## config.mk

```make
export PLATFORM = sky130hd
export DESIGN_NAME = gray_binary_pipe
export DESIGN_NICKNAME = d
export VERILOG_FILES = /design/src/rtl/gray_binary_pkg.sv /design/src/rtl/gray_chunk_stage.sv /design/src/rtl/gray_binary_pipe.sv
export SDC_FILE = /design/constraint.sdc
export NUM_CORES = 1
export LEC_CHECK = 0
export CAP_MARGIN = 10
export CORE_ASPECT_RATIO = 0.75
export CORE_UTILIZATION = 35
export DETAILED_ROUTE_END_ITERATION = 10
export PLACE_DENSITY = 0.59
export SYNTH_ARGS = -nofsm -noshare
export SYNTH_HDL_FRONTEND = slang
export SYNTH_SLANG_ARGS = --single-unit
```

## constraint.sdc

```tcl
create_clock -name clk -period 4.5 [get_ports clk]
set_input_delay 0.45 -clock clk [delete_from_list [all_inputs] [get_ports clk]]
set_output_delay 0.45 -clock clk [all_outputs]
set_load 0.05 [all_outputs]
```

## src/rtl/gray_binary_pkg.sv

```systemverilog
// Shared constants and helpers for the pipelined Gray/binary converter.
package gray_binary_pkg;

  localparam int unsigned MODE_G2B  = 0;
  localparam int unsigned MODE_B2G  = 1;
  localparam int unsigned MAX_WIDTH = 256;

  function automatic int unsigned ceil_div(input int unsigned a, input int unsigned b);
    return (a + b - 1) / b;
  endfunction

  // Clearing the lowest set bit leaves something only if two or more bits were set.
  function automatic logic popcount_gt1(input logic [MAX_WIDTH-1:0] d);
    return |(d & (d - MAX_WIDTH'(1)));
  endfunction

endpackage

```

## src/rtl/gray_chunk_stage.sv

```systemverilog
// One pipeline stage: resolves binary bits HI..LO (Gray->binary) or does the
// whole binary->Gray step; an empty range (HI < LO) makes it a pure delay.
module gray_chunk_stage
  import gray_binary_pkg::*;
#(
  parameter int unsigned WIDTH = 32,
  parameter int          HI    = 31,
  parameter int          LO    = 0,
  parameter int unsigned MODE  = MODE_G2B
) (
  input  logic             clk,
  input  logic             rst,
  input  logic             en,
  input  logic             in_valid,
  input  logic [WIDTH-1:0] in_bin,
  input  logic [WIDTH-1:0] in_gray,
  output logic             out_valid,
  output logic [WIDTH-1:0] out_bin,
  output logic [WIDTH-1:0] out_gray
);

  localparam bit Empty = (HI < LO);

  logic [WIDTH-1:0] bin_d;

  always_comb begin
    bin_d = in_bin;
    if (!Empty) begin
      if (MODE == MODE_B2G) begin
        bin_d = in_bin ^ (in_bin >> 1);
      end else begin
        if (HI == int'(WIDTH) - 1) bin_d[WIDTH-1] = in_gray[WIDTH-1];
        // Walk downward so each bit sees the already-resolved bit above it.
        for (int i = int'(WIDTH) - 2; i >= 0; i--) begin
          if (i <= HI && i >= LO) bin_d[i] = in_gray[i] ^ bin_d[i+1];
        end
      end
    end
  end

  always_ff @(posedge clk or posedge rst) begin
    if (rst) begin
      out_valid <= 1'b0;
      out_bin   <= '0;
      out_gray  <= '0;
    end else if (en) begin
      out_valid <= in_valid;
      out_bin   <= bin_d;
      out_gray  <= in_gray;
    end
  end

endmodule

```

## src/rtl/gray_binary_pipe.sv

```systemverilog
// Pipelined Gray<->binary converter with valid/ready handshake and a sticky
// Gray single-bit-step checker.
module gray_binary_pipe
  import gray_binary_pkg::*;
#(
  parameter int unsigned WIDTH      = 32,
  parameter int unsigned STAGES     = 4,
  parameter int unsigned MODE       = MODE_G2B,
  parameter int unsigned CHECK_STEP = 1
) (
  input  logic             clk,
  input  logic             rst,
  input  logic             s_valid,
  output logic             s_ready,
  input  logic [WIDTH-1:0] s_data,
  output logic             m_valid,
  input  logic             m_ready,
  output logic [WIDTH-1:0] m_data,
  output logic             step_err,
  input  logic             err_clr
);

  localparam int unsigned Ch      = ceil_div(WIDTH, (STAGES == 0) ? 1 : STAGES);
  localparam bit          CheckEn = (CHECK_STEP != 0) && (MODE == MODE_G2B);

  if (WIDTH < 2 || WIDTH > MAX_WIDTH) begin : g_bad_width
    $error("gray_binary_pipe: WIDTH out of range");
  end
  if (STAGES < 1 || STAGES > WIDTH) begin : g_bad_stages
    $error("gray_binary_pipe: STAGES must be in 1..WIDTH");
  end

  logic             en;
  logic             valid_s [STAGES+1];
  logic [WIDTH-1:0] bin_s   [STAGES+1];
  logic [WIDTH-1:0] gray_s  [STAGES+1];

  // Whole pipe advances together; bubbles only collapse when the output is empty.
  assign en      = m_ready | ~m_valid;
  assign s_ready = en;

  assign valid_s[0] = s_valid;
  assign bin_s[0]   = (MODE == MODE_B2G) ? s_data : '0;
  assign gray_s[0]  = s_data;

  for (genvar k = 0; k < int'(STAGES); k++) begin : g_stage
    localparam int HiG = int'(WIDTH) - 1 - k * int'(Ch);
    localparam int LoG = int'(WIDTH) - (k + 1) * int'(Ch);
    localparam int Hi  = (MODE == MODE_B2G) ? ((k == 0) ? int'(WIDTH) - 1 : -1) : HiG;
    localparam int Lo  = (MODE == MODE_B2G) ? 0 : ((LoG < 0) ? 0 : LoG);

    gray_chunk_stage #(
      .WIDTH (WIDTH),
      .HI    (Hi),
      .LO    (Lo),
      .MODE  (MODE)
    ) u_stage (
      .clk       (clk),
      .rst       (rst),
      .en        (en),
      .in_valid  (valid_s[k]),
      .in_bin    (bin_s[k]),
      .in_gray   (gray_s[k]),
      .out_valid (valid_s[k+1]),
      .out_bin   (bin_s[k+1]),
      .out_gray  (gray_s[k+1])
    );
  end

  assign m_valid = valid_s[STAGES];
  assign m_data  = bin_s[STAGES];

  logic [WIDTH-1:0] prev_q, prev_d;
  logic             first_q, first_d;
  logic             err_q, err_d;
  logic             xfer;
  logic             step_bad;

  always_comb begin
    xfer     = s_valid & s_ready;
    step_bad = CheckEn && xfer && !first_q && popcount_gt1(MAX_WIDTH'(s_data ^ prev_q));
    err_d    = step_bad | (err_q & ~err_clr);
    prev_d   = xfer ? s_data : prev_q;
    first_d  = xfer ? 1'b0 : first_q;
  end

  always_ff @(posedge clk or posedge rst) begin
    if (rst) begin
      prev_q  <= '0;
      first_q <= 1'b1;
      err_q   <= 1'b0;
    end else begin
      prev_q  <= prev_d;
      first_q <= first_d;
      err_q   <= err_d;
    end
  end

  assign step_err = err_q;

endmodule

```

After elaboration in Yosys (flattened, before gate mapping)
Index checks and enable logic that the tools add are counted.

$add $sub $neg: 1. Multipliers: 0. Div/mod/pow operators: 0. $lt $le $gt $ge: 0. Equality and inequality tests: 0. Shift operators: 0. Mux-type cells: 0. Bitwise logic cells: 39. Reduce and logical (&&, ||, !) cells: 4.

Operators by type and width (count): bitwise AND 32 x 256 -> 256 bit (1); OR reduction 256 bit (1); subtractor 32 x 1 -> 33 bit, second input constant (1); bitwise XOR 32 bit (1); bitwise XOR 1 bit (31); bitwise AND 1 bit (2); logical AND 1 bit (2); inverter 1 bit (2); bitwise OR 1 bit (2); zero test 1 bit (1).

Register bits after elaboration: 166. Latch bits: 0. RAM bits: 0. ROM bits: 0. Input port bits: 37. Output and inout port bits: 35. Logic and storage cells: 58. Memories kept: 0.

Longest topological paths before layout
Gate-level depths: netlist (run 1).

Depth in word-level cells: 8. Gate-level depth with buffers: 7.

Cells and area by module
From an unflattened synthesis (run 1), not the netlist that was laid out.

Cells, all modules: 793. Area, all modules: 12081.6 sq um.

By module, submodules not included: gray_chunk_stage (g_stage[1].u_stage ...) (times used 2, cells each 153, area an instance 2534.9 sq um, sequential area each 1626.6 sq um); gray_chunk_stage (g_stage[3].u_stage) (times used 1, cells each 153, area an instance 2538.7 sq um, sequential area each 1626.6 sq um); gray_chunk_stage (g_stage[0].u_stage) (times used 1, cells each 150, area an instance 2473.6 sq um, sequential area each 1601.5 sq um); gray_binary_pipe (times used 1, cells each 184, area an instance 1999.4 sq um, sequential area each 852.1 sq um).

Least setup slack after synthesis (run 1)
No wires, ideal clock.

Kind: input-to-reg. Start: in s_data[11]. End: reg err_q, in the netlist step_err. Arrival time: 2.114 ns. Data required time: 4.352 ns. Slack: 2.238 ns. Stages on the path: 6. Path through: xor2_1 -> or3_4 -> maj3_2 -> or4_1 -> a2111oi_2 -> a41oi_1.

Word-level cells in the longest chain between the ends: 6.

RTL lines: from (decl) (line gray_binary_pipe.sv:15) `input logic [WIDTH-1:0] s_data,`; bitwise XOR 32 bit (*) (line gray_binary_pipe.sv:81) `step_bad = CheckEn && xfer && !first_q && popcount_gt1(MAX_WIDTH'(s_data ^ prev_q));`; subtractor 32 x 1 -> 33 bit (line gray_binary_pkg.sv:14) `return |(d & (d - MAX_WIDTH'(1)));`; bitwise AND 32 x 256 -> 256 bit (*) (line gray_binary_pkg.sv:14); OR reduction 256 bit (*) (line gray_binary_pkg.sv:14); logical AND 1 bit (*) (line gray_binary_pipe.sv:81); bitwise OR 1 bit (*) (line gray_binary_pipe.sv:82) `err_d = step_bad | (err_q & ~err_clr);`; named net err_d (line gray_binary_pipe.sv:75) `logic err_q, err_d;`; to (signal assigned) (line gray_binary_pipe.sv:95) `err_q <= err_d;`; to (decl) (line gray_binary_pipe.sv:75).

Mark *: on every way through the listed nets, which the timed path passes. The rest lies on a longest branch. A chain may end at the register's enable or synchronous reset.

Worst setup path after layout (run 1)
Start: in m_ready. End: out s_ready.

Word-level cells in the longest chain between the ends: 1.

RTL lines: from (decl) (line gray_binary_pipe.sv:17) `input logic m_ready,`; bitwise OR 1 bit (line gray_binary_pipe.sv:39) `assign en = m_ready | ~m_valid;`; to (decl) (line gray_binary_pipe.sv:14) `output logic s_ready,`.

Every way passes these cells.

==> results of run 1 <==
[critical path, cell delays in order]
cell,delay [ps]
clkdlybuf4s50_1,500
nor2b_4,40
buf_4,220
inv_4,370
clkdlybuf4s50_1,930
[layout make-up]
class                           instances  area [µm²]
Inverter                                8        36.3
Multi-Input combinational cell        527        2870
Timing Repair Buffer                   77         768
Sequential cell                       166        4160
Clock buffer                           21         450
Clock inverter                         11         146
Tap cell                              282         353
Fill cell                            2048       11700
[per-layer routing]
layer / global-route usage (%) / up-vias
li1: - / 2490
met1: 23.8 / 2188
met2: 17.3 / 81
met3: 3.74 / 4
met4: 4.45 / 0
met5: 0 / -
[synth_stat cells (all sizes together) (4+ instances only)]
cell      n
nor2     35
inv       8
xor2     38
mux2     32
xnor3     4
nor4      6
nand2   315
dfrtp   165
xnor2    20
nor3      6
clkbuf   26
buf      37
a21oi    16
o21ai    18
[cells in the final DEF, fill, tap and decap left out, drive strengths merged, types with 4 or more instances in the layout]
| cell type | count |
|---|---|
| nor3 | 6 |
| nand2 | 315 |
| nor2 | 35 |
| buf | 6 |
| clkdlybuf4s50 | 71 |
| mux2 | 32 |
| clkbuf | 21 |
| nor4 | 6 |
| dfrtp | 165 |
| inv | 10 |
| xnor3 | 4 |
| xnor2 | 20 |
| o21ai | 18 |
| a21oi | 16 |
| xor2 | 38 |
[sequential cells by signal (all words and copies together), names as in the netlist]
signal / count
g_stage.u_stage.out_valid: 4
g_stage.u_stage.out_gray: 48
prev_q: 32
step_err: 1
first_q: 1
g_stage.u_stage.out_bin: 80
[power by group]
part | leakage (nW) | switching, mW | internal [mW]
Clock | 0.288 | 0.591 | 0.891
Combinational | 1.84 | 1.69 | 1.13
Sequential | 1.98 | 0.354 | 2.14
Total | 4.10 | 2.63 | 4.16
[worst max path at each step]
stage	from	endpoint	slack, ps
after global placement	m_ready	prev_q[2]	1380
after floorplan	rst	g_stage[0].u_stage.out_bin[24]	1940
final	m_ready	s_ready	1520
after CTS	m_ready	s_ready	1500
after detailed placement	m_ready	prev_q[4]	1370
after global routing	m_ready	s_ready	1440
[stage by stage]
stage	instance area (µm²)	util, %	setup WS (ps)	instances	hold WS, ps
2_1_floorplan	7410	-	1940	764	430
3_3_place_gp	8180	39.9	1380	1060	449
3_5_place_dp	8180	39.9	1370	1060	454
4_1_cts	8780	42.8	1500	1092	468
5_1_grt	8780	42.8	1440	1092	484
6_report	8780	42.8	1520	1092	464
[kinds of logic (layout without fill, tap and decap cells)]
kind of cell,count (synthesis),after routing,share of synthesized area (%)
mux,32,32,4.87
simple gates,377,377,20.1
compound gates,50,50,4.11
buf+inv,71,117,5.22
fa+ha+maj,3,3,0.422
xor+xnor,65,65,9.14
flops,166,166,56.1
==> impl_metrics.prom, run 1 <==
# TYPE chip_impl_metric gauge
chip_impl_metric{name="initial_standard_cell_utilization_of_the_core",unit="%"} 36.1
chip_impl_metric{name="netlist.area_leader.share",unit="%"} 55.8
chip_impl_metric{name="number_of_setup_buffers_added_after_cts",unit=""} 0
chip_impl_info{name="hold_start",value="g_stage[3].u_stage.out_bin[24]"} 1
chip_impl_metric{name="cts.clk_slew.worst_paths",unit="ps"} 60
chip_impl_metric{name="avgViaCountPerCell",unit=""} 4.36
chip_impl_metric{name="finalNetCount",unit=""} 834
chip_impl_metric{name="worst-endpoint-required",unit="ps"} 4050
chip_impl_metric{name="drc_errors",unit=""} 0
chip_impl_metric{name="avgSynthCellArea",unit="µm²"} 9.69
chip_impl_metric{name="wire_length_of_the_first_global_routing_pass",unit="mm"} 24.2
chip_impl_metric{name="power-per-cell-area",unit="mW/mm²"} 774
chip_impl_info{name="tritoncts",value="built"} 1
chip_impl_info{name="top_signal_layer_used",value="met4"} 1
chip_impl_metric{name="maxSlewViolCount",unit=""} 0
chip_impl_metric{name="wl",unit="mm"} 14.5
chip_impl_metric{name="chipHeight",unit="µm"} 128
chip_impl_metric{name="drt.antenna.violating_nets",unit=""} 0
chip_impl_metric{name="finalHoldViolations",unit=""} 0
chip_impl_metric{name="cts_resized",unit=""} 0
chip_impl_metric{name="area.growth.synth_to_final",unit="%"} 18.6
chip_impl_metric{name="routedLengthMet1",unit="mm"} 8.54
chip_impl_metric{name="detailedRoute.firstIterationViolations",unit=""} 261
chip_impl_metric{name="synth-seq-area-share",unit="%"} 56.1
chip_impl_info{name="reg2reg_from",value="g_stage[3].u_stage.out_valid"} 1
chip_impl_metric{name="num_vias",unit=""} 4763
chip_impl_metric{name="port_buffers",unit=""} 71
chip_impl_metric{name="wl_per_cell",unit="µm"} 13.3
chip_impl_metric{name="synthDistinctLibCells",unit=""} 48
chip_impl_metric{name="max-cap-violations",unit=""} 0
chip_impl_metric{name="cts-buffers-inserted",unit=""} 17
chip_impl_metric{name="met2WireLength",unit="mm"} 5.46
chip_impl_info{name="hold_path_class",value="flip-flop to flip-flop"} 1
chip_impl_info{name="post_synth_main_area_contributors",value="dfrtp_1 56%, nand2_1 16%, mux2_2 4.9%"} 1
chip_impl_metric{name="overall_routing_resource_usage",unit="%"} 14.4
chip_impl_metric{name="timing.max_slew.rel_slack",unit="%"} 31.3
chip_impl_metric{name="max-vdd-ir-drop",unit="mV"} 0.295
chip_impl_metric{name="detailed_place_hpwl",unit="mm"} 9.60
chip_impl_metric{name="row_count",unit=""} 45
chip_impl_info{name="criticalPathCategory",value="input pin to output pin"} 1
chip_impl_metric{name="cts_num_sinks",unit=""} 166
chip_impl_metric{name="power.static_leakage",unit="nW"} 4.10
chip_impl_metric{name="drive_above_1_share",unit="%"} 9.75
chip_impl_info{name="synthFlopType",value="dfrtp_1"} 1
chip_impl_metric{name="antenna_found_initial",unit=""} 0
chip_impl_metric{name="worst_reg2reg_path_length_in_cells",unit=""} 6
chip_impl_metric{name="grt_pass1_vias",unit=""} 4485
chip_impl_metric{name="synth_nets",unit=""} 801
chip_impl_metric{name="gr-total-overflow",unit=""} 0
chip_impl_metric{name="diodes",unit=""} 0
chip_impl_metric{name="synth_enable_flop_cells",unit=""} 0
chip_impl_metric{name="htree_levels",unit=""} 4
chip_impl_metric{name="timing_worst_slew_pin_value",unit="ps"} 1030
chip_impl_metric{name="synth_cells",unit=""} 764
chip_impl_metric{name="boundaryPins",unit=""} 72
chip_impl_info{name="synth_top_area_cell",value="dfrtp_1"} 1
chip_impl_metric{name="path_max_fanout",unit=""} 43
chip_impl_metric{name="timing.final.crit_period",unit="ps"} 2980
chip_impl_info{name="timing.hold.worst_endpoint",value="g_stage[3].u_stage.out_bin[24]"} 1
chip_impl_metric{name="worst_hold_path.num_cells",unit=""} 2
chip_impl_metric{name="die_ar",unit="mm²"} 0.0218
chip_impl_metric{name="fp.coreArea",unit="mm²"} 0.0205
chip_impl_metric{name="p_total",unit="mW"} 6.80
chip_impl_metric{name="period_share",unit="%"} 66.1
chip_impl_info{name="status",value="finished clean"} 1
chip_impl_metric{name="dr_wl_met3",unit="µm"} 441
chip_impl_metric{name="post_synth_arst_share",unit="%"} 100
chip_impl_metric{name="achievable-frequency",unit="MHz"} 336
chip_impl_metric{name="fin_skew",unit="ps"} 5.63
chip_impl_info{name="timing.critical_path.from_type",value="input pin"} 1
chip_impl_metric{name="report.final.setup_viol",unit=""} 0
chip_impl_metric{name="worst_skew_pair_later_pin_latency",unit="ps"} 420
chip_impl_info{name="worstReg2RegEnd",value="prev_q[4]"} 1
chip_impl_metric{name="finalWeightedCongestion",unit=""} 0.786
chip_impl_metric{name="die_x",unit="µm"} 170
chip_impl_metric{name="pin_count_of_the_biggest_net_entering_global_routing",unit=""} 103
chip_impl_info{name="cts_root_buffer",value="clkbuf_16"} 1
chip_impl_info{name="endpoint_kind",value="output pin"} 1
chip_impl_metric{name="cp_data_arrival_time",unit="ps"} 2530
chip_impl_metric{name="ff2ff_setup_slack",unit="ps"} 1920
chip_impl_metric{name="cts_hold_buf",unit=""} 0
chip_impl_info{name="rsz0062_at_grt",value="no"} 1
chip_impl_metric{name="drt_pre_antenna_iters",unit=""} 4
chip_impl_metric{name="ys_warn_count",unit=""} 0
chip_impl_metric{name="total_of_flip_flops_plus_latches_after_synthesis",unit=""} 166
chip_impl_metric{name="ctsLongestPathBuffers",unit=""} 2
chip_impl_metric{name="setup_total_negative_slack",unit="ps"} 0
chip_impl_metric{name="synthesis.area",unit="mm²"} 0.00741
No activity file was read; power rests on OpenSTA's default activity.
==> run 2, diff against run 1 <==
==> constraint.sdc (replaced) <==
create_clock -name clk -period 2.7 [get_ports clk]
set_input_delay 0.27 -clock clk [delete_from_list [all_inputs] [get_ports clk]]
set_output_delay 0.27 -clock clk [all_outputs]
set_load 0.05 [all_outputs]
==> run 2 against run 1 <==
Compared with the run above:
- clock power is 90% higher
- first-iteration DRC count grew 38%
- cell area is 2.2% higher
- highest routed layer unchanged
==> impl_metrics.prom, run 2 (synthesis gave the netlist of run 1 again) <==
# TYPE chip_impl_metric gauge
chip_impl_metric{name="timing.final.crit_period",unit="ps"} 2400
chip_impl_info{name="tritoncts",value="built"} 1
chip_impl_metric{name="timing.max_slew.rel_slack",unit="%"} 62.4
chip_impl_metric{name="pwr-share-comb",unit="%"} 40.7
chip_impl_metric{name="cp_data_arrival_time",unit="ps"} 2680
chip_impl_info{name="cp_top_family",value="simple AND/OR/NAND/NOR gates"} 1
chip_impl_metric{name="cts_resized",unit=""} 0
chip_impl_info{name="timing.critical_path.from_type",value="flip-flop"} 1
chip_impl_info{name="criticalPathCategory",value="flip-flop to flip-flop"} 1
chip_impl_metric{name="finalHoldViolations",unit=""} 0
chip_impl_metric{name="cts-buffers-inserted",unit=""} 17
chip_impl_info{name="most_flops_register",value="g_stage.u_stage.out_bin"} 1
chip_impl_metric{name="report.final.setup_viol",unit=""} 0
chip_impl_metric{name="place_worst_setup_slack",unit="ps"} 8.09
chip_impl_metric{name="die_ar",unit="mm²"} 0.0218
chip_impl_metric{name="chipHeight",unit="µm"} 128
chip_impl_metric{name="max-vdd-ir-drop",unit="mV"} 0.451
chip_impl_metric{name="timing_worst_slew_pin_value",unit="ps"} 562
chip_impl_metric{name="grt_pass1_vias",unit=""} 4771
chip_impl_metric{name="port_buffers",unit=""} 71
chip_impl_metric{name="cp_slowest_stage_delay",unit="ps"} 430
chip_impl_metric{name="overall_routing_resource_usage",unit="%"} 14.9
chip_impl_metric{name="groute.layer.met3.usage",unit="%"} 4.51
chip_impl_metric{name="max-cap-violations",unit=""} 0
chip_impl_metric{name="period_share",unit="%"} 88.9
chip_impl_metric{name="wl",unit="mm"} 14.9
chip_impl_metric{name="maxSlewViolCount",unit=""} 0
chip_impl_metric{name="fp.coreArea",unit="mm²"} 0.0205
chip_impl_info{name="crit_path_top_delay_cell",value="or4_1"} 1
chip_impl_info{name="hold_path_class",value="input pin to async pin"} 1
chip_impl_info{name="final_cell_mix",value="315 x nand2_1, 165 x dfrtp_1, 70 x clkdlybuf4s50_1, 37 x xor2_1, 35 x nor2_1"} 1
chip_impl_metric{name="worst_skew_pair_later_pin_latency",unit="ps"} 420
chip_impl_info{name="most_common_cell_after_layout_fill_and_taps_aside",value="nand2_1"} 1
chip_impl_info{name="endpoint_kind",value="flip-flop"} 1
chip_impl_metric{name="drive_above_1_share",unit="%"} 11.0
chip_impl_metric{name="gr-total-overflow",unit=""} 0
chip_impl_metric{name="cts_num_sinks",unit=""} 166
chip_impl_metric{name="number_of_setup_buffers_added_after_cts",unit=""} 0
chip_impl_metric{name="cts_hold_buf",unit=""} 0
chip_impl_metric{name="num_vias",unit=""} 4887
chip_impl_info{name="path_cells",value="xor2_1 > or3_4 > maj3_2 > or4_1 > a2111oi_2 > a41oi_1"} 1
chip_impl_metric{name="fin_util",unit="%"} 43.8
chip_impl_metric{name="drt_pre_antenna_iters",unit=""} 5
chip_impl_metric{name="cts.clk_slew.worst_paths",unit="ps"} 60
chip_impl_info{name="reg2reg_from",value="prev_q[11]"} 1
chip_impl_metric{name="initial_standard_cell_utilization_of_the_core",unit="%"} 36.1
chip_impl_metric{name="ff2ff_setup_slack",unit="ps"} 300
chip_impl_metric{name="area.growth.synth_to_final",unit="%"} 21.2
chip_impl_metric{name="boundaryPins",unit=""} 72
chip_impl_metric{name="avgViaCountPerCell",unit=""} 4.44
chip_impl_info{name="status",value="finished clean"} 1
chip_impl_metric{name="detailedRoute.firstIterationViolations",unit=""} 360
chip_impl_metric{name="worst-endpoint-required",unit="ps"} 2980
chip_impl_metric{name="die_x",unit="µm"} 170
chip_impl_metric{name="finalNetCount",unit=""} 843
chip_impl_metric{name="achievable-frequency",unit="MHz"} 416
chip_impl_metric{name="grt_use_met2",unit="%"} 19.2
chip_impl_metric{name="antenna_found_initial",unit=""} 0
chip_impl_info{name="rsz0062_at_grt",value="no"} 1
chip_impl_metric{name="finalWeightedCongestion",unit=""} 0.792
chip_impl_metric{name="drt.antenna.violating_nets",unit=""} 0
chip_impl_metric{name="power.sequential.fraction",unit="%"} 35.4
chip_impl_metric{name="switchingPower",unit="mW"} 4.42
chip_impl_metric{name="wl_per_cell",unit="µm"} 13.5
chip_impl_metric{name="setup_total_negative_slack",unit="ps"} 0
chip_impl_metric{name="wire_length_of_the_first_global_routing_pass",unit="mm"} 25.1
chip_impl_metric{name="htree_levels",unit=""} 4
chip_impl_metric{name="fin_skew",unit="ps"} 6.02
chip_impl_metric{name="cell_internal_pwr",unit="mW"} 7.31
chip_impl_metric{name="p_sw_share",unit="%"} 37.7
chip_impl_metric{name="postLayoutSetupSlackWorst",unit="ps"} 299
chip_impl_metric{name="pin_count_of_the_biggest_net_entering_global_routing",unit=""} 129
chip_impl_info{name="reg.largest.list",value="g_stage.u_stage.out_bin (80), g_stage.u_stage.out_gray (48), prev_q (32)"} 1
chip_impl_metric{name="path_max_fanout",unit=""} 3
chip_impl_metric{name="detailed_place_hpwl",unit="mm"} 9.80
chip_impl_metric{name="power.static_leakage",unit="nW"} 4.20
chip_impl_info{name="grt-busiest-layer",value="met1"} 1
chip_impl_metric{name="grt_use_met1",unit="%"} 23.5
chip_impl_metric{name="power.share.clock",unit="%"} 23.9
chip_impl_metric{name="drc_errors",unit=""} 0
chip_impl_metric{name="row_count",unit=""} 45
chip_impl_metric{name="ctsLongestPathBuffers",unit=""} 2
chip_impl_info{name="cts_root_buffer",value="clkbuf_16"} 1
chip_impl_metric{name="power-per-cell-area",unit="mW/mm²"} 1310
chip_impl_metric{name="largest_register_ff_count",unit=""} 80
chip_impl_metric{name="critPathBufInv",unit=""} 0
chip_impl_info{name="crit_start",value="prev_q[11]"} 1
chip_impl_metric{name="diodes",unit=""} 0
-- run 2: changes by cell type in the layout (fill, tap and decap cells not counted) --
cell and change:
buf_4 +7, bufinv_16 +3, clkinv_2 -3, buf_12 +3, clkbuf_8 +2, clkdlybuf4s50_1 -1
clkinvlp_4 -1, clkinv_4 +1, clkbuf_1 -1, inv_6 -1
-- run 2: path summary, 6_finish.rpt --
check | to | cells after the start
setup / recovery | step_err | 6
hold / removal | prev_q[30] | 2
setup reg to reg | step_err | 6
hold reg to reg | g_stage[3].u_stage.out_valid | 1
max in group asynchronous | g_stage[3].u_stage.out_bin[3] | 3
min in group clk | g_stage[3].u_stage.out_valid | 1
-- run 2: layout make-up --
class | count | area (µm²)
Clock buffer | 22 | 474
Clock inverter | 10 | 214
Fill cell | 1999 | 11500
Inverter | 8 | 36.3
Multi-Input combinational cell | 527 | 2870
Sequential cell | 166 | 4160
Tap cell | 282 | 353
Timing Repair Buffer | 86 | 871
-- run 2: power groups by stage --
| stage | sequential (mW) | clock [mW] | combinational (mW) |
|---|---|---|---|
| floorplan | 4.09 | 0 | 3.95 |
| global route | 4.29 | 2.97 | 5.29 |
| finish | 4.15 | 2.81 | 4.77 |
| global placement | 4.17 | 0 | 4.75 |
| detailed placement | 4.20 | 0 | 4.80 |
| CTS | 4.16 | 2.88 | 4.83 |
-- run 2: per-stage QoR --
stage          power [mW]  hold WS (ps)  instances  cell area (µm²)
2_1_floorplan        8.04           382        764             7410
6_report             11.7           242       1101             8970
5_1_grt              12.6           283       1101             8970
3_5_place_dp         9.00           449       1069             8290
3_3_place_gp         8.92           442       1069             8290
4_1_cts              11.9           247       1101             8970
-- run 2: per-layer routing --
metal,wire [µm],part of all wire (%),vias up
met5,0,0,-
met2,5720,38,113
li1,-,-,2496
met1,8440,57,2262
met3,620,4.2,16
met4,132,0.89,0
==> run 3, diff against run 2 <==
==> constraint.sdc (replaced) <==
create_clock -name clk -period 2 [get_ports clk]
set_input_delay 0.2 -clock clk [delete_from_list [all_inputs] [get_ports clk]]
set_output_delay 0.2 -clock clk [all_outputs]
set_load 0.05 [all_outputs]
==> run 3 against run 2 <==
Compared with the run above:
- the flow now finishes with violations (setup timing)
- sequential cell count is the same
- largest power group unchanged
- non-clock buffer count grew 70
- total power grew 41%
- cell area grew 6.3%
- critical endpoint unchanged
- die area is the same
- sequential share of layout area shrank 2.7 points
==> impl_metrics.prom, run 3 (synthesis gave the netlist of run 1 again) <==
# TYPE chip_impl_metric gauge
chip_impl_metric{name="ctsLongestPathBuffers",unit=""} 2
chip_impl_info{name="path_cells",value="xor2_1 > or3_4 > maj3_2 > or4_4 > a2111oi_4 > a41oi_1"} 1
chip_impl_info{name="most_common_cell_after_layout_fill_and_taps_aside",value="nand2_1"} 1
chip_impl_metric{name="finalWeightedCongestion",unit=""} 0.787
chip_impl_metric{name="power.static_leakage",unit="nW"} 4.54
chip_impl_metric{name="timing_worst_slew_pin_value",unit="ps"} 556
chip_impl_metric{name="setup_total_negative_slack",unit="ps"} -346
chip_impl_metric{name="multi_input_area",unit="mm²"} 0.00299
chip_impl_metric{name="drt.antenna.violating_nets",unit=""} 0
chip_impl_metric{name="cts-buffers-inserted",unit=""} 17
chip_impl_info{name="rsz0062_at_grt",value="yes"} 1
chip_impl_metric{name="area.growth.synth_to_final",unit="%"} 28.8
chip_impl_metric{name="p_sw_share",unit="%"} 38.0
chip_impl_info{name="hold_path_class",value="input pin to flip-flop"} 1
chip_impl_metric{name="fp.coreArea",unit="mm²"} 0.0205
chip_impl_info{name="crit_path_top_delay_cell",value="or4_4"} 1
chip_impl_metric{name="wire_length_of_the_first_global_routing_pass",unit="mm"} 25.8
chip_impl_metric{name="postPlaceCellArea",unit="mm²"} 0.00880
chip_impl_info{name="cp_top_family",value="simple AND/OR/NAND/NOR gates"} 1
chip_impl_metric{name="detailed_place_hpwl",unit="mm"} 10.2
chip_impl_metric{name="path_max_fanout",unit=""} 2
chip_impl_metric{name="grt_pass1_vias",unit=""} 4938
chip_impl_metric{name="finalNetCount",unit=""} 913
chip_impl_metric{name="finalHoldViolations",unit=""} 0
chip_impl_metric{name="wl_per_cell",unit="µm"} 13.2
chip_impl_info{name="cts_root_buffer",value="clkbuf_16"} 1
chip_impl_metric{name="detailedRoute.firstIterationViolations",unit=""} 257
chip_impl_metric{name="row_count",unit=""} 45
chip_impl_metric{name="finalInstanceArea",unit="mm²"} 0.00954
chip_impl_metric{name="drive_above_1_share",unit="%"} 19.6
chip_impl_metric{name="pwr-share-comb",unit="%"} 46.3
chip_impl_metric{name="cts.clk_slew.worst_paths",unit="ps"} 70
chip_impl_info{name="status",value="finished, violations left"} 1
chip_impl_metric{name="htree_levels",unit=""} 4
chip_impl_info{name="failed_checks",value="setup timing"} 1
chip_impl_info{name="criticalPathCategory",value="flip-flop to flip-flop"} 1
chip_impl_metric{name="report.final.setup_viol",unit=""} 1
chip_impl_metric{name="initial_standard_cell_utilization_of_the_core",unit="%"} 36.1
chip_impl_metric{name="drc_errors",unit=""} 0
chip_impl_metric{name="die_ar",unit="mm²"} 0.0218
chip_impl_metric{name="port_buffers",unit=""} 71
chip_impl_metric{name="critPathBufInv",unit=""} 0
chip_impl_metric{name="power-per-cell-area",unit="mW/mm²"} 1740
chip_impl_metric{name="timing.final.crit_period",unit="ps"} 2350
chip_impl_metric{name="boundaryPins",unit=""} 72
chip_impl_metric{name="gr-total-overflow",unit=""} 0
chip_impl_metric{name="largest_register_ff_count",unit=""} 80
chip_impl_metric{name="die_x",unit="µm"} 170
chip_impl_metric{name="layout.filler_cells",unit=""} 1978
chip_impl_metric{name="fin_skew",unit="ps"} 10.1
chip_impl_metric{name="cts_num_sinks",unit=""} 166
chip_impl_metric{name="register_area",unit="mm²"} 0.00416
chip_impl_metric{name="drt_pre_antenna_iters",unit=""} 5
chip_impl_metric{name="num_vias",unit=""} 5052
chip_impl_info{name="final_cell_mix",value="315 x nand2_1, 165 x dfrtp_1, 80 x buf_4, 69 x clkdlybuf4s50_1, 35 x nor2_1"} 1
chip_impl_info{name="endpoint_kind",value="flip-flop"} 1
chip_impl_metric{name="power.share.clock",unit="%"} 19.8
chip_impl_metric{name="period_share",unit="%"} 117
chip_impl_metric{name="switchingPower",unit="mW"} 6.29
chip_impl_metric{name="timing.max_slew.rel_slack",unit="%"} 63.0
chip_impl_metric{name="worst_skew_pair_later_pin_latency",unit="ps"} 430
chip_impl_metric{name="achievable-frequency",unit="MHz"} 426
chip_impl_info{name="most_flops_register",value="g_stage.u_stage.out_bin"} 1
chip_impl_metric{name="numPlacedInstances",unit=""} 1134
chip_impl_metric{name="p_total",unit="mW"} 16.6
chip_impl_metric{name="max-cap-violations",unit=""} 0
chip_impl_metric{name="power.sequential.fraction",unit="%"} 33.9
chip_impl_metric{name="diodes",unit=""} 0
chip_impl_info{name="tritoncts",value="built"} 1
chip_impl_metric{name="pin_count_of_the_biggest_net_entering_global_routing",unit=""} 129
chip_impl_metric{name="antenna_found_initial",unit=""} 0
chip_impl_metric{name="wl",unit="mm"} 15.4
chip_impl_metric{name="overall_routing_resource_usage",unit="%"} 15.2
chip_impl_metric{name="chipHeight",unit="µm"} 128
chip_impl_metric{name="finish.cell_count_without_fillers",unit=""} 1169
chip_impl_metric{name="max-vdd-ir-drop",unit="mV"} 0.731
chip_impl_metric{name="avgViaCountPerCell",unit=""} 4.32
chip_impl_metric{name="worst-endpoint-required",unit="ps"} 2290
chip_impl_info{name="timing.critical_path.from_type",value="flip-flop"} 1
chip_impl_metric{name="maxSlewViolCount",unit=""} 0
chip_impl_info{name="reg.largest.list",value="g_stage.u_stage.out_bin (80), g_stage.u_stage.out_gray (48), prev_q (32)"} 1
chip_impl_metric{name="cell_internal_pwr",unit="mW"} 10.3
chip_impl_metric{name="postLayoutSetupSlackWorst",unit="ps"} -346
chip_impl_metric{name="cp_data_arrival_time",unit="ps"} 2640
chip_impl_metric{name="cp_slowest_stage_delay",unit="ps"} 440
==> run 3: changes by cell type in the layout (fill, tap and decap cells not counted), sizes merged, moves of 2 or more <==
cell / delta
clkbuf: -4
clkinv: +2
buf: +70
clkinvlp: +2
bufinv: -4
inv: +2
==> run 3: power groups by stage <==
stage               combinational [mW]  sequential (mW)  clock, mW
floorplan                         5.34             5.52          0
global placement                  7.31             5.61          0
detailed placement                7.41             5.66          0
CTS                               7.45             5.61       3.35
global route                      8.47             5.81       3.50
finish                            7.68             5.62       3.27
==> run 3: final cells by class <==
cell class / count / share of cell area, %
flip-flops and latches: 166 / 43.6
multi-input cells: 527 / 31.3
repair buffers: 156 / 14.9
clock buffers: 18 / 4.60
well taps: 282 / 3.70
clock inverters: 12 / 1.50
inverters: 8 / 0.380
==> run 3: final timing paths <==
kind,startpoint,to,slack (ps),cells after the start
worst max-delay path,prev_q[11],step_err,-350,6
worst min-delay path,s_data[31],g_stage[0].u_stage.out_bin[31],260,4
worst max register to register,prev_q[11],step_err,-350,6
worst min register to register,g_stage[1].u_stage.out_bin[28],g_stage[2].u_stage.out_bin[28],460,2
max in group asynchronous,rst,g_stage[2].u_stage.out_gray[4],1340,3
min in group asynchronous,rst,prev_q[17],270,3
==> run 3: routing by layer <==
metal  up-vias  track usage [%]  share of wire (%)
li1       2637                -                  -
met1      2324             24.5                 57
met2        82             19.6                 38
met3         9             3.83                4.6
met4         0             4.29               0.66
met5         -                0                  0
==> run 3: repair_timing <==
| action | CTS | global route |
|---|---|---|
| pin swaps | 0 | 8 |
| gates resized for setup | 3 | 14 |
| buffers inserted | 0 | 5 |
| hold buffers | 0 | 0 |
| endpoints found under the setup margin | 2 | 10 |
==> run 3: through the flow <==
stage | hold slack, ps | utilization, % | setup slack [ps]
floorplan | 312 | - | -312
global placement | 449 | 42.9 | -580
detailed placement | 456 | 42.9 | -591
CTS | 302 | 45.9 | -315
global route | 256 | 46.5 | -408
finish | 263 | 46.5 | -346
==> run 3: worst min-delay path, stage by stage <==
cell and delay (ps):
dlymetal6s2s_1 170, buf_4 170, nand2_1 60, nand2_1 50
